===== config.mk =====
export PLATFORM = sky130hd
export DESIGN_NAME = hazard_stall_ctrl_flat
export DESIGN_NICKNAME = d
export VERILOG_FILES = /design/src/rtl/hazard_stall_ctrl_if.sv /design/src/rtl/hazard_stall_ctrl.sv /design/src/flat_wrapper.sv
export SDC_FILE = /design/constraint.sdc
export NUM_CORES = 1
export LEC_CHECK = 0
export BUFFER_PORTS_ARGS = -buffer_cell sky130_fd_sc_hd__buf_2
export CORE_UTILIZATION = 34
export DETAILED_ROUTE_END_ITERATION = 12
export PLACE_DENSITY = 0.8
export SKIP_CTS_REPAIR_TIMING = 1
export SLEW_MARGIN = 25
export SYNTH_ARGS = -nofsm -noshare
export SYNTH_HDL_FRONTEND = slang
export SYNTH_SLANG_ARGS = --single-unit

===== constraint.sdc =====
create_clock -name clk -period 1.3 [get_ports clk]
set_clock_uncertainty 0.1 [all_clocks]
set_input_delay 0.065 -clock clk [delete_from_list [all_inputs] [get_ports clk]]
set_output_delay 0.065 -clock clk [all_outputs]
set_load 0.005 [all_outputs]

===== src/rtl/hazard_stall_ctrl_if.sv =====
// Pipeline-side signals of the hazard/stall controller: ID/EX hazard inputs in,
// register hold/flush/bubble controls out.
interface hazard_stall_ctrl_if;
  logic       id_valid;
  logic [4:0] id_rs;
  logic [4:0] id_rt;
  logic       id_uses_rs;
  logic       id_uses_rt;
  logic       ex_mem_read;
  logic [4:0] ex_dest;
  logic       id_branch_taken;
  logic       mem_busy;
  logic       pc_hold;
  logic       ifid_hold;
  logic       ifid_flush;
  logic       idex_hold;
  logic       idex_bubble;
  logic       exmem_hold;

  // The pipeline drives the hazard inputs and obeys the controls
  modport master (
    output id_valid, id_rs, id_rt, id_uses_rs, id_uses_rt, ex_mem_read,
           ex_dest, id_branch_taken, mem_busy,
    input  pc_hold, ifid_hold, ifid_flush, idex_hold, idex_bubble, exmem_hold
  );

  modport slave (
    input  id_valid, id_rs, id_rt, id_uses_rs, id_uses_rt, ex_mem_read,
           ex_dest, id_branch_taken, mem_busy,
    output pc_hold, ifid_hold, ifid_flush, idex_hold, idex_bubble, exmem_hold
  );
endinterface


===== src/rtl/hazard_stall_ctrl.sv =====
// Load-use stall, branch flush and memory freeze sequencing for the 5-stage MIPS pipe.
// Optional performance counters are built only when HAZARD_PERF_CNT_EN is defined.
module hazard_stall_ctrl #(
  parameter int LOAD_STALL_CYCLES = 1,
  parameter int CNT_W             = 16
) (
  input  logic                  clk,
  input  logic                  reset,
  hazard_stall_ctrl_if.slave    bus,
  output logic [1:0]            state,
  output logic [CNT_W-1:0]      load_stall_cnt,
  output logic [CNT_W-1:0]      flush_cnt,
  output logic [CNT_W-1:0]      freeze_cnt
);

  typedef enum logic [1:0] {
    RUN        = 2'd0,
    LOAD_STALL = 2'd1,
    FREEZE     = 2'd2
  } state_t;

  localparam logic [2:0] STALL_RELOAD = 3'(LOAD_STALL_CYCLES - 1);

  state_t     state_q, state_d;
  state_t     ret_q, ret_d;
  state_t     eff_state;
  logic [2:0] stall_q, stall_d;
  logic       rs_match, rt_match, hazard;

  assign rs_match = bus.id_uses_rs && (bus.id_rs == bus.ex_dest);
  assign rt_match = bus.id_uses_rt && (bus.id_rt == bus.ex_dest);
  assign hazard   = bus.id_valid && bus.ex_mem_read && (bus.ex_dest != 5'd0)
                    && (rs_match || rt_match);

  // A frozen pipe behaves as its saved state once memory is ready again
  always_comb begin
    state_d         = state_q;
    ret_d           = ret_q;
    stall_d         = stall_q;
    bus.pc_hold     = 1'b0;
    bus.ifid_hold   = 1'b0;
    bus.ifid_flush  = 1'b0;
    bus.idex_hold   = 1'b0;
    bus.idex_bubble = 1'b0;
    bus.exmem_hold  = 1'b0;
    eff_state       = (state_q == FREEZE) ? ret_q : state_q;

    if (reset) begin
      state_d = RUN;
    end else if (bus.mem_busy) begin
      bus.pc_hold    = 1'b1;
      bus.ifid_hold  = 1'b1;
      bus.idex_hold  = 1'b1;
      bus.exmem_hold = 1'b1;
      state_d        = FREEZE;
      if (state_q != FREEZE) ret_d = state_q;
    end else begin
      case (eff_state)
        LOAD_STALL: begin
          bus.pc_hold     = 1'b1;
          bus.ifid_hold   = 1'b1;
          bus.idex_bubble = 1'b1;
          stall_d         = stall_q - 3'd1;
          state_d         = (stall_q == 3'd1) ? RUN : LOAD_STALL;
        end
        default: begin
          state_d = RUN;
          if (hazard) begin
            bus.pc_hold     = 1'b1;
            bus.ifid_hold   = 1'b1;
            bus.idex_bubble = 1'b1;
            if (LOAD_STALL_CYCLES > 1) begin
              state_d = LOAD_STALL;
              stall_d = STALL_RELOAD;
            end
          end else if (bus.id_branch_taken) begin
            bus.ifid_flush = 1'b1;
          end
        end
      endcase
    end
  end

  always_ff @(posedge clk) begin
    if (reset) begin
      state_q <= RUN;
      ret_q   <= RUN;
      stall_q <= 3'd0;
    end else begin
      state_q <= state_d;
      ret_q   <= ret_d;
      stall_q <= stall_d;
    end
  end

  assign state = state_q;

`ifdef HAZARD_PERF_CNT_EN
  // Saturating event counters
  always_ff @(posedge clk) begin
    if (reset) begin
      load_stall_cnt <= '0;
      flush_cnt      <= '0;
      freeze_cnt     <= '0;
    end else begin
      if (bus.idex_bubble && !(&load_stall_cnt)) load_stall_cnt <= load_stall_cnt + CNT_W'(1);
      if (bus.ifid_flush && !(&flush_cnt))       flush_cnt      <= flush_cnt + CNT_W'(1);
      if (bus.mem_busy && !(&freeze_cnt))        freeze_cnt     <= freeze_cnt + CNT_W'(1);
    end
  end
`else
  assign load_stall_cnt = '0;
  assign flush_cnt      = '0;
  assign freeze_cnt     = '0;
`endif

endmodule


===== src/flat_wrapper.sv =====
// flat-port wrapper written by rule: the top's interface ports become plain ports
module hazard_stall_ctrl_flat 
#(
  parameter int LOAD_STALL_CYCLES = 1,
  parameter int CNT_W             = 16
)
  (clk, reset, state, load_stall_cnt, flush_cnt, freeze_cnt, bus_id_valid, bus_id_rs, bus_id_rt, bus_id_uses_rs, bus_id_uses_rt, bus_ex_mem_read, bus_ex_dest, bus_id_branch_taken, bus_mem_busy, bus_pc_hold, bus_ifid_hold, bus_ifid_flush, bus_idex_hold, bus_idex_bubble, bus_exmem_hold);
  hazard_stall_ctrl_if bus_i ();
  input  logic clk;
  input  logic reset;
  output logic [1:0] state;
  output logic [CNT_W-1:0] load_stall_cnt;
  output logic [CNT_W-1:0] flush_cnt;
  output logic [CNT_W-1:0] freeze_cnt;
  input wire logic [$bits(bus_i.id_valid)-1:0] bus_id_valid;
  input wire logic [$bits(bus_i.id_rs)-1:0] bus_id_rs;
  input wire logic [$bits(bus_i.id_rt)-1:0] bus_id_rt;
  input wire logic [$bits(bus_i.id_uses_rs)-1:0] bus_id_uses_rs;
  input wire logic [$bits(bus_i.id_uses_rt)-1:0] bus_id_uses_rt;
  input wire logic [$bits(bus_i.ex_mem_read)-1:0] bus_ex_mem_read;
  input wire logic [$bits(bus_i.ex_dest)-1:0] bus_ex_dest;
  input wire logic [$bits(bus_i.id_branch_taken)-1:0] bus_id_branch_taken;
  input wire logic [$bits(bus_i.mem_busy)-1:0] bus_mem_busy;
  output wire logic [$bits(bus_i.pc_hold)-1:0] bus_pc_hold;
  output wire logic [$bits(bus_i.ifid_hold)-1:0] bus_ifid_hold;
  output wire logic [$bits(bus_i.ifid_flush)-1:0] bus_ifid_flush;
  output wire logic [$bits(bus_i.idex_hold)-1:0] bus_idex_hold;
  output wire logic [$bits(bus_i.idex_bubble)-1:0] bus_idex_bubble;
  output wire logic [$bits(bus_i.exmem_hold)-1:0] bus_exmem_hold;
  assign bus_i.id_valid = bus_id_valid;
  assign bus_i.id_rs = bus_id_rs;
  assign bus_i.id_rt = bus_id_rt;
  assign bus_i.id_uses_rs = bus_id_uses_rs;
  assign bus_i.id_uses_rt = bus_id_uses_rt;
  assign bus_i.ex_mem_read = bus_ex_mem_read;
  assign bus_i.ex_dest = bus_ex_dest;
  assign bus_i.id_branch_taken = bus_id_branch_taken;
  assign bus_i.mem_busy = bus_mem_busy;
  assign bus_pc_hold = bus_i.pc_hold;
  assign bus_ifid_hold = bus_i.ifid_hold;
  assign bus_ifid_flush = bus_i.ifid_flush;
  assign bus_idex_hold = bus_i.idex_hold;
  assign bus_idex_bubble = bus_i.idex_bubble;
  assign bus_exmem_hold = bus_i.exmem_hold;
  hazard_stall_ctrl #(.LOAD_STALL_CYCLES(LOAD_STALL_CYCLES), .CNT_W(CNT_W)) u_core (.clk(clk), .reset(reset), .bus(bus_i), .state(state), .load_stall_cnt(load_stall_cnt), .flush_cnt(flush_cnt), .freeze_cnt(freeze_cnt));
endmodule

==> results.txt <==
kind of critical path: reg2out
outcome: finished with violations
FF/Latch Area: 141 um^2
cell area after synthesis: 880 um^2
initial antenna violation count: 0
Critical Path Fanout Max: 4
Gate Count Post-Synth: 107
Peak Freq: 610 MHz
clock share of power: 34.0%
first-pass GRT wire length: 2010 um
Worst R2R Setup Slack: -20 ps
CP required: 1130 ps
Layout Cells excl Fill: 175
placed insts: 170
clock-pin slew on the worst setup and hold paths: 50 ps
all-layer global routing usage: 10.2%
met2 usage: 19.6%
worst vdd ir: 0.000409 V
M3 GR Usage: 2.01%
sequential power share: 37.9%
cts bufs inserted: 3
vias: 687
Vias/cell: 3.93
DP Wirelength: 1270 um
nets: 171
Die Width: 52.9 um
final hold violations: 0
vias in the first global route: 535
GR Layer Usage met1: 9.52%
# diodes: 0
syn avg cell area: 8.22 um^2
failing checks: setup timing
fillers: 268
synth warn: 0
GP Congestion: 0.688
Die H: 52.9 um
Remaining Overflow, GRT: 0
proportion of layout cells with a drive suffix above 1: 37.2%
Leak Pwr: 0.522 nW
DR WL/cell: 8.44 um
die area: 0.00279 mm^2
CTS tree: yes
Crit path arrival time: 1470 ps
Initial DRC Count: 4
sequential fraction of the synthesis area: 15.9%
GR peak layer: met2
PD cells: 576 mW/mm^2
clock root cell: clkbuf_4
total power: 0.575 mW
Synth Register Bits: 7
Critical Path Source Type: register
num rows: 18
clock sinks: 7
ANT nets after route: 0
largest net degree at the start of global routing: 12
I/O pin count: 79
IO Port Bufs: 30
worst-case clock buffer depth: 2
Worst setup EP type: primary output
Netlist cell types: 32
Final Util: 40.7%
critical path's largest stage delay: 320 ps
P_int: 0.400 mW
DRT Wirelength: 1480 um
MaxCap Viol Count: 0
final setup fails: 7
Multi-input gate area: 566 um^2
clk_lat worst skew: 250 ps
P&R area growth vs syn: 13.5%
critical-path cell list: and4bb_1 > nor2_2 > and3_1 > a311oi_2 > buf_2
sw power: 0.175 mW
RSZ-0062 raised after global routing: true
Combinational Power Share: 28.1%
floorplan core area: 0.00245 mm^2
Tcrit/Tclk final: 126%
CTS H-tree depth: 1
CP max stage cell: dfxtp_2
Starting Density: 35.8%
First-pass DRT Iterations: 2
switching share of power: 30.5%
Hold WC Path Type: in2reg
fin. max-slew vios: 0
Final WS setup: -340 ps
fin crit period: 1640 ps
DRC violations left: 0
==> cells by family (layout without fill, tap and decap cells) <==
group           after synthesis  after routing  share of synthesized area, %
simple gates                 17             17                          11.7
compound gates               13             13                          12.4
flops                         7              7                          15.9
buf+inv                      55             46                          44.8
other cells                   1             48                         0.426
fa+ha+maj                     2              2                          2.84
xor+xnor                     12             12                          11.9
==> cell type report <==
type | count | area share [%]
timing repair buffer | 38 | 21.3
tap | 30 | 3.76
sequential | 7 | 14.2
inverter | 4 | 1.50
multi-input combinational | 92 | 56.6
clock buffer | 4 | 2.63
==> critical path, delay by kind of cell, from the launching register on <==
family                 cells  cell delay [ps]
AOI/OAI and AO/OA          1              220
buffers and inverters      1              160
DFF                        1              320
and+or+nand+nor            3              520
==> synth_stat cells <==
cell type	count	area share, %
buf_4	50	43
xor2_1	8	8.0
dfxtp_1	7	16
nor2_1	7	3.0
xnor2_1	4	4.0
inv_1	3	1.3
a21oi_1	2	1.1
ha_1	2	2.8
a2111oi_0	1	1.0
a211oi_1	1	0.85
a311oi_1	1	1.0
a32oi_1	1	1.0
and2_0	1	0.71
and3_1	1	0.71
and4bb_1	1	1.4
clkbuf_1	1	0.43
conb_1	1	0.43
inv_2	1	0.43
nand2_1	1	0.43
nor2_2	1	0.71
nor2b_1	1	0.71
nor3_1	1	0.57
nor4_1	1	0.71
nor4_2	1	1.4
o2111a_1	1	1.3
o211ai_1	1	0.85
o211ai_2	1	1.4
o21a_1	1	0.85
o21ai_0	1	0.57
o21ai_1	1	0.57
o41ai_2	1	1.8
or4_4	1	1.3
==> worst paths after layout <==
check,cells past startpoint,from,endpoint
worst max-delay path,5,u_core.state[0],bus_ifid_hold
worst min-delay path,2,reset,u_core.state[1]
worst max register to register,5,u_core.state[0],u_core.stall_q[2]
worst min register to register,2,u_core.ret_q[0],u_core.ret_q[0]
==> state kept, by name (all words and copies together) (netlist names) <==
signal          count
u_core.state        2
u_core.stall_q      3
u_core.ret_q        2
==> layer usage <==
layer / share of wire (%) / vias to the layer above
met2: 51 / 51
met1: 34 / 299
met3: 14 / 3
met5: 0 / -
li1: - / 334
met4: 1.5 / 0
==> stage by stage <==
stage	worst slack, ps	instance area [um^2]	hold slack, ps	TNS (ps)
2_1_floorplan	-112	1060	47.2	-112
3_3_place_gp	-204	925	253	-773
3_5_place_dp	-230	925	261	-858
4_1_cts	-375	951	-1.23	-1350
5_1_grt	-438	998	28.1	-1740
6_report	-340	998	13.4	-1090
==> power by group through the flow <==
stage	Combinational (mW)	Clock [mW]	Sequential [mW]
finish	0.162	0.195	0.218
global route	0.186	0.225	0.217
CTS	0.153	0.205	0.218
detailed placement	0.152	0	0.222
global placement	0.150	0	0.222
floorplan	0.189	0	0.223
==> cell usage in the layout (no fill, tap or decap), types with 2 or more instances in the layout <==
cell	Yosys	final
inv_1	3	3
buf_4	50	7
xnor2_1	4	3
a21oi_1	2	2
ha_1	2	2
conb_1	1	48
nor4_2	1	2
nor2_1	7	7
buf_2	0	30
dfxtp_1	7	6
clkbuf_4	0	3
xor2_1	8	8
(Power assumes the default switching activity.)
